$ cat src/rtl/spi_pkg.sv
// Shared types for the SPI slave front-end.
//   state_e : controller FSM states
//   cmd_e   : two-bit command field carried at the top of every payload
package spi_pkg;

  typedef enum logic [2:0] {
    IDLE      = 3'd0,
    CHK_CMD   = 3'd1,
    WRITE     = 3'd2,
    READ_ADD  = 3'd3,
    READ_DATA = 3'd4
  } state_e;

  typedef enum logic [1:0] {
    CMD_WR_ADDR = 2'b00,
    CMD_WR_DATA = 2'b01,
    CMD_RD_ADDR = 2'b10,
    CMD_RD_DATA = 2'b11
  } cmd_e;

endpackage

$ cat src/rtl/miso_serializer.sv
// Parallel-to-serial MISO driver for RAM read data.
//   clk, rst_n : clock, async active-low reset
//   clear      : abandon any shift-out in progress, force MISO low
//   load       : capture data; MSB appears on MISO after the following edge
//   data       : DATA_W-bit word to send, MSB first
//   miso       : registered serial output, 0 when idle
//   done       : high during the cycle whose edge shifts out the LSB
module miso_serializer #(
  parameter int unsigned DATA_W = 8
) (
  input  logic              clk,
  input  logic              rst_n,
  input  logic              clear,
  input  logic              load,
  input  logic [DATA_W-1:0] data,
  output logic              miso,
  output logic              done
);

  localparam int unsigned CW = (DATA_W > 1) ? $clog2(DATA_W) : 1;
  localparam logic [CW-1:0] LastCnt = CW'(DATA_W - 1);

  logic [DATA_W-1:0] shreg_q, shreg_d;
  logic [CW-1:0]     cnt_q, cnt_d;
  logic              active_q, active_d;
  logic              miso_q, miso_d;

  always_comb begin
    shreg_d  = shreg_q;
    cnt_d    = cnt_q;
    active_d = active_q;
    miso_d   = 1'b0;
    done     = 1'b0;
    if (clear) begin
      active_d = 1'b0;
      cnt_d    = '0;
    end else if (active_q) begin
      miso_d  = shreg_q[DATA_W-1];
      shreg_d = shreg_q << 1;
      if (cnt_q == LastCnt) begin
        active_d = 1'b0;
        cnt_d    = '0;
        done     = 1'b1;
      end else begin
        cnt_d = cnt_q + 1'b1;
      end
    end else if (load) begin
      shreg_d  = data;
      active_d = 1'b1;
      cnt_d    = '0;
    end
  end

  always_ff @(posedge clk or negedge rst_n) begin
    if (!rst_n) begin
      shreg_q  <= '0;
      cnt_q    <= '0;
      active_q <= 1'b0;
      miso_q   <= 1'b0;
    end else begin
      shreg_q  <= shreg_d;
      cnt_q    <= cnt_d;
      active_q <= active_d;
      miso_q   <= miso_d;
    end
  end

  assign miso = miso_q;

endmodule

$ cat src/rtl/spi_slave_ctrl.sv
// SPI slave front-end for the single-port RAM. clk doubles as the SPI bit clock.
//   clk, rst_n : clock, async active-low reset
//   SS_n       : slave select, active low
//   MOSI       : serial in; select bit then DATA_W+2 payload bits, MSB first
//   MISO       : serial read data out, MSB first, registered
//   rx_data    : {cmd, payload} to RAM din, held between strobes
//   rx_valid   : one-cycle strobe for rx_data
//   tx_data    : RAM dout
//   tx_valid   : RAM read data valid, only honoured while awaiting read data
module spi_slave_ctrl
  import spi_pkg::*;
#(
  parameter int unsigned DATA_W = 8
) (
  input  logic              clk,
  input  logic              rst_n,
  input  logic              SS_n,
  input  logic              MOSI,
  output logic              MISO,
  output logic [DATA_W+1:0] rx_data,
  output logic              rx_valid,
  input  logic [DATA_W-1:0] tx_data,
  input  logic              tx_valid
);

  localparam int unsigned FW  = DATA_W + 2;
  localparam int unsigned PCW = $clog2(FW);
  localparam logic [PCW-1:0] LastBit = PCW'(FW - 1);

  state_e          state_q, state_d;
  logic [PCW-1:0]  pcnt_q, pcnt_d;
  logic [FW-2:0]   shreg_q, shreg_d;   // the final bit goes straight into rx_data
  logic [FW-1:0]   rx_data_q, rx_data_d;
  logic            rx_valid_q, rx_valid_d;
  logic            rd_addr_seen_q, rd_addr_seen_d;
  logic            frame_done_q, frame_done_d;  // payload complete, ignore MOSI until SS_n
  logic            await_q, await_d;            // READ_DATA waiting for tx_valid
  logic            ser_load, ser_clear, ser_done;

  always_comb begin
    state_d        = state_q;
    pcnt_d         = pcnt_q;
    shreg_d        = shreg_q;
    rx_data_d      = rx_data_q;
    rx_valid_d     = 1'b0;
    rd_addr_seen_d = rd_addr_seen_q;
    frame_done_d   = frame_done_q;
    await_d        = await_q;
    ser_load       = 1'b0;
    ser_clear      = 1'b0;

    unique case (state_q)
      IDLE: begin
        pcnt_d       = '0;
        frame_done_d = 1'b0;
        await_d      = 1'b0;
        ser_clear    = 1'b1;
        if (!SS_n) state_d = CHK_CMD;
      end
      CHK_CMD: begin
        if (SS_n)                state_d = IDLE;
        else if (!MOSI)          state_d = WRITE;
        else if (!rd_addr_seen_q) state_d = READ_ADD;
        else                     state_d = READ_DATA;
      end
      WRITE, READ_ADD, READ_DATA: begin
        if (!frame_done_q) begin
          shreg_d = {shreg_q[FW-3:0], MOSI};
          // Last bit wins over a simultaneous SS_n rise: the frame is complete.
          if (pcnt_q == LastBit) begin
            pcnt_d       = '0;
            rx_valid_d   = 1'b1;
            rx_data_d    = {shreg_q, MOSI};
            frame_done_d = 1'b1;
            if (state_q == READ_ADD)  rd_addr_seen_d = 1'b1;
            if (state_q == READ_DATA) await_d = 1'b1;
            if (SS_n) state_d = IDLE;
          end else if (SS_n) begin
            pcnt_d  = '0;
            state_d = IDLE;
          end else begin
            pcnt_d = pcnt_q + 1'b1;
          end
        end else if (SS_n) begin
          ser_clear    = 1'b1;
          await_d      = 1'b0;
          frame_done_d = 1'b0;
          state_d      = IDLE;
        end else if (await_q && tx_valid) begin
          ser_load = 1'b1;
          await_d  = 1'b0;
        end
      end
      default: state_d = IDLE;
    endcase

    // Only a completed shift-out retires the read address; an aborted one keeps it.
    if (ser_done) rd_addr_seen_d = 1'b0;
  end

  always_ff @(posedge clk or negedge rst_n) begin
    if (!rst_n) begin
      state_q        <= IDLE;
      pcnt_q         <= '0;
      shreg_q        <= '0;
      rx_data_q      <= '0;
      rx_valid_q     <= 1'b0;
      rd_addr_seen_q <= 1'b0;
      frame_done_q   <= 1'b0;
      await_q        <= 1'b0;
    end else begin
      state_q        <= state_d;
      pcnt_q         <= pcnt_d;
      shreg_q        <= shreg_d;
      rx_data_q      <= rx_data_d;
      rx_valid_q     <= rx_valid_d;
      rd_addr_seen_q <= rd_addr_seen_d;
      frame_done_q   <= frame_done_d;
      await_q        <= await_d;
    end
  end

  miso_serializer #(
    .DATA_W (DATA_W)
  ) u_miso_serializer (
    .clk   (clk),
    .rst_n (rst_n),
    .clear (ser_clear),
    .load  (ser_load),
    .data  (tx_data),
    .miso  (MISO),
    .done  (ser_done)
  );

  assign rx_data  = rx_data_q;
  assign rx_valid = rx_valid_q;

endmodule

$ cat config.mk
export PLATFORM = sky130hd
export DESIGN_NAME = spi_slave_ctrl
export DESIGN_NICKNAME = d
export VERILOG_FILES = /design/src/rtl/spi_pkg.sv /design/src/rtl/miso_serializer.sv /design/src/rtl/spi_slave_ctrl.sv
export SDC_FILE = /design/constraint.sdc
export NUM_CORES = 1
export LEC_CHECK = 0
export ABC_CLOCK_PERIOD_IN_PS = 2350
export CAP_MARGIN = 20
export CORE_MARGIN = 1
export CORE_UTILIZATION = 40
export CTS_CLUSTER_SIZE = 8
export DETAILED_ROUTE_END_ITERATION = 7
export PLACE_DENSITY = 0.71
export SLEW_MARGIN = 20
export SYNTH_ARGS = -nofsm -noshare
export SYNTH_HDL_FRONTEND = slang
export SYNTH_SLANG_ARGS = --single-unit
$ cat constraint.sdc
create_clock -name clk -period 2.35 [get_ports clk]
set_input_delay 0.3525 -clock clk [delete_from_list [all_inputs] [get_ports clk]]
set_output_delay 0.3525 -clock clk [all_outputs]
set_load 0.05 [all_outputs]
==> impl_metrics.json <==
{
  "synthToLayoutAreaGrowth_pct": 22.4,
  "worstHoldPathType": "input port to asynchronous set/reset pin",
  "core-area_sq_um": 4720,
  "synth_cells": 157,
  "syn_nets": 174,
  "die_y_um": 72.1,
  "via_per_inst": 5.14,
  "max_stage_delay_ns": 0.48,
  "crit_fanout": 10,
  "die_area_sq_um": 5200,
  "avgSynthCellArea_sq_um": 12.5,
  "stdcell_count": 254,
  "clock_latency_ns": 0.29,
  "cts-root-buf": "clkbuf_8",
  "critPathKind": "flop to flop",
  "grt_max_degree": 44,
  "postCtsResizedCells": 0,
  "avgRoutedWirePerCell_um": 13.7,
  "die_w_um": 72.1,
  "drtIter0Drc": 36,
  "p_leak_nw": 1.06,
  "period_needed_ns": 2.09,
  "drc": 0,
  "drv_cap": 0,
  "fin_skew_ns": 0.00418,
  "fill_cells": 411,
  "hold_violations": 0,
  "antenna_cells": 0,
  "grt_setup_unrepaired": "no",
  "ys.warnings.count": 0,
  "track_usage": 0.153,
  "io_pins": 25,
  "cts_tree": "done",
  "final_cell_mix": "43 x dfrtp_1, 34 x mux2_2, 23 x clkdlybuf4s50_1, 11 x a21oi_1, 8 x nand2_1",
  "cts_buffers": 5,
  "postCtsSetupRepairBufs": 0,
  "worst_slew_pin_slew_ns": 0.563,
  "place_congestion": 0.914,
  "hold_ws_ns": 0.0483,
  "cts_buffer_depth": 2,
  "period_share": 0.891,
  "seqCellArea_sq_um": 1080,
  "synth-seq-cells": 43,
  "drive_gt1_frac": 0.273,
  "hold_buffers": 0,
  "cts_max_level": 2,
  "wirelength_um": 3480,
  "clock-sinks": 43,
  "synth_area_sq_um": 1970,
  "fin_tns_setup_ns": 0,
  "irDropWorstVdd_v": 0.000316,
  "fin_nets": 203,
  "multiInputGateArea_sq_um": 827,
  "rows": 25,
  "status": "completed",
  "placed_cells": 245,
  "start_util": 0.416,
  "final_common_cell": "dfrtp_1",
  "synth_cell_types": 34,
  "drtPass1Iterations": 4,
  "p_per_area_nw_per_um2": 682,
  "slew_viol_final": 0,
  "setup_viol": 0,
  "critPathCaptureType": "flop",
  "arrival_ns": 2.27,
  "critPathRequiredTime_ns": 2.53,
  "fmax_mhz": 478,
  "grt_first_pass_wirelength_um": 6070,
  "grt-ovfl-total": 0,
  "grt_pass1_vias": 1337,
  "cp_slowest_cell": "dfrtp_1",
  "via_count": 1306,
  "antenna_found_initial": 0,
  "slew_headroom": 0.625,
  "dp_hpwl_um": 2540,
  "ant_nets": 0,
  "path_clk_slew_ns": 0.08,
  "port-buffer-count": 24,
  "seq_area_frac_synth": 0.547,
  "worstPathCellList": "or3b_4 > a211o_4 > a21oi_4 > mux2_2",
  "start_kind": "flop"
}
## logic make-up after synthesis
| kind of cell | count (synthesis) | synth area share |
|---|---|---|
| AO/OA/AOI/OAI | 29 | 0.107 |
| adder cells (fa/ha/maj) | 4 | 0.0255 |
| buffers and inverters | 14 | 0.0318 |
| flip-flops | 43 | 0.547 |
| multiplexers | 36 | 0.205 |
| AND/OR/NAND/NOR | 31 | 0.0834 |
## per-layer routing
layer | wire, um | track usage | share of wire | vias up
met4 | 55 | 0.0654 | 0.016 | 0
met2 | 1720 | 0.237 | 0.49 | 27
met3 | 187 | 0.0597 | 0.054 | 8
met1 | 1520 | 0.191 | 0.44 | 648
li1 | - | - | - | 623
met5 | 0 | 0 | 0 | -
## registers in the layout (all words and copies together) (netlist names)
name                        cells
u_miso_serializer.cnt_q         3
await_q                         1
rx_data                        10
state_q                         3
u_miso_serializer.miso          1
shreg_q                         9
pcnt_q                          4
rd_addr_seen_q                  1
rx_valid                        1
frame_done_q                    1
u_miso_serializer.shreg_q       8
u_miso_serializer.active_q      1
## power breakdown
part | internal, mW | switching [mW]
Sequential | 0.836 | 0.0716
Clock | 0.268 | 0.233
Combinational | 0.134 | 0.100
Total | 1.24 | 0.404
## critical path: cells and delay by family, from the launching register on
kind	cells	cell delay, ns
and+or+nand+nor	1	0.44
muxes	1	0.38
DFF	1	0.48
AOI/OAI and AO/OA	2	0.68
## cell usage after synthesis
| cell | n | area (sq um) |
|---|---|---|
| inv_1 | 7 | 26.3 |
| nand2b_1 | 1 | 6.26 |
| nor3b_1 | 2 | 15.0 |
| and2_1 | 1 | 6.26 |
| and2b_1 | 1 | 7.51 |
| dfrtp_1 | 43 | 1080 |
| o22a_1 | 1 | 8.76 |
| nor3_1 | 2 | 10.0 |
| a2111oi_0 | 2 | 17.5 |
| or3b_1 | 1 | 8.76 |
| clkbuf_1 | 4 | 15.0 |
| a31oi_1 | 3 | 18.8 |
| mux2_2 | 34 | 383 |
| nand3_1 | 5 | 25.0 |
| a211o_4 | 1 | 17.5 |
| a21bo_2 | 1 | 10.0 |
| and3_1 | 2 | 12.5 |
| buf_6 | 1 | 11.3 |
| a32o_1 | 2 | 20.0 |
| or3_1 | 1 | 6.26 |
| o21a_1 | 1 | 7.51 |
| o22ai_1 | 1 | 6.26 |
| a21oi_4 | 1 | 16.3 |
| a22o_1 | 1 | 8.76 |
| o41ai_1 | 1 | 8.76 |
| nor2_1 | 5 | 18.8 |
| nor2b_1 | 1 | 6.26 |
| buf_2 | 2 | 10.0 |
| mux2i_1 | 2 | 20.0 |
| a21oi_1 | 11 | 55.1 |
| o21ai_0 | 3 | 15.0 |
| or3b_4 | 1 | 11.3 |
| nand2_1 | 8 | 30.0 |
| ha_1 | 4 | 50.1 |
## layout make-up
class	instances	share of cell area
Tap cell	67	0.0348
Timing Repair Buffer	29	0.122
Sequential cell	43	0.447
Inverter	7	0.0109
Multi-Input combinational cell	100	0.344
Clock buffer	8	0.0416
## per-stage QoR
stage | power (mW) | util | setup WS (ns) | cell area, sq um
finish | 1.64 | 0.509 | 0.257 | 2410
global route | 1.74 | 0.509 | 0.126 | 2410
CTS | 1.66 | 0.504 | 0.236 | 2380
detailed placement | 1.15 | 0.482 | 0.240 | 2280
global placement | 1.13 | 0.482 | 0.297 | 2280
floorplan | 1.06 | - | 0.423 | 1970
## worst paths after layout
path	from	end	slack, ns	depth (start not counted)
worst max-delay path	state_q[2]	u_miso_serializer.shreg_q[4]	0.26	4
worst min-delay path	rst_n	frame_done_q	0.05	1
min in group clk	u_miso_serializer.shreg_q[7]	u_miso_serializer.shreg_q[7]	0.51	1
worst max register to register	state_q[2]	u_miso_serializer.shreg_q[4]	0.26	4
worst min register to register	u_miso_serializer.shreg_q[7]	u_miso_serializer.shreg_q[7]	0.51	1
max in group asynchronous	rst_n	rx_data[5]	1.81	2
Power figures use the tool's default switching activity.
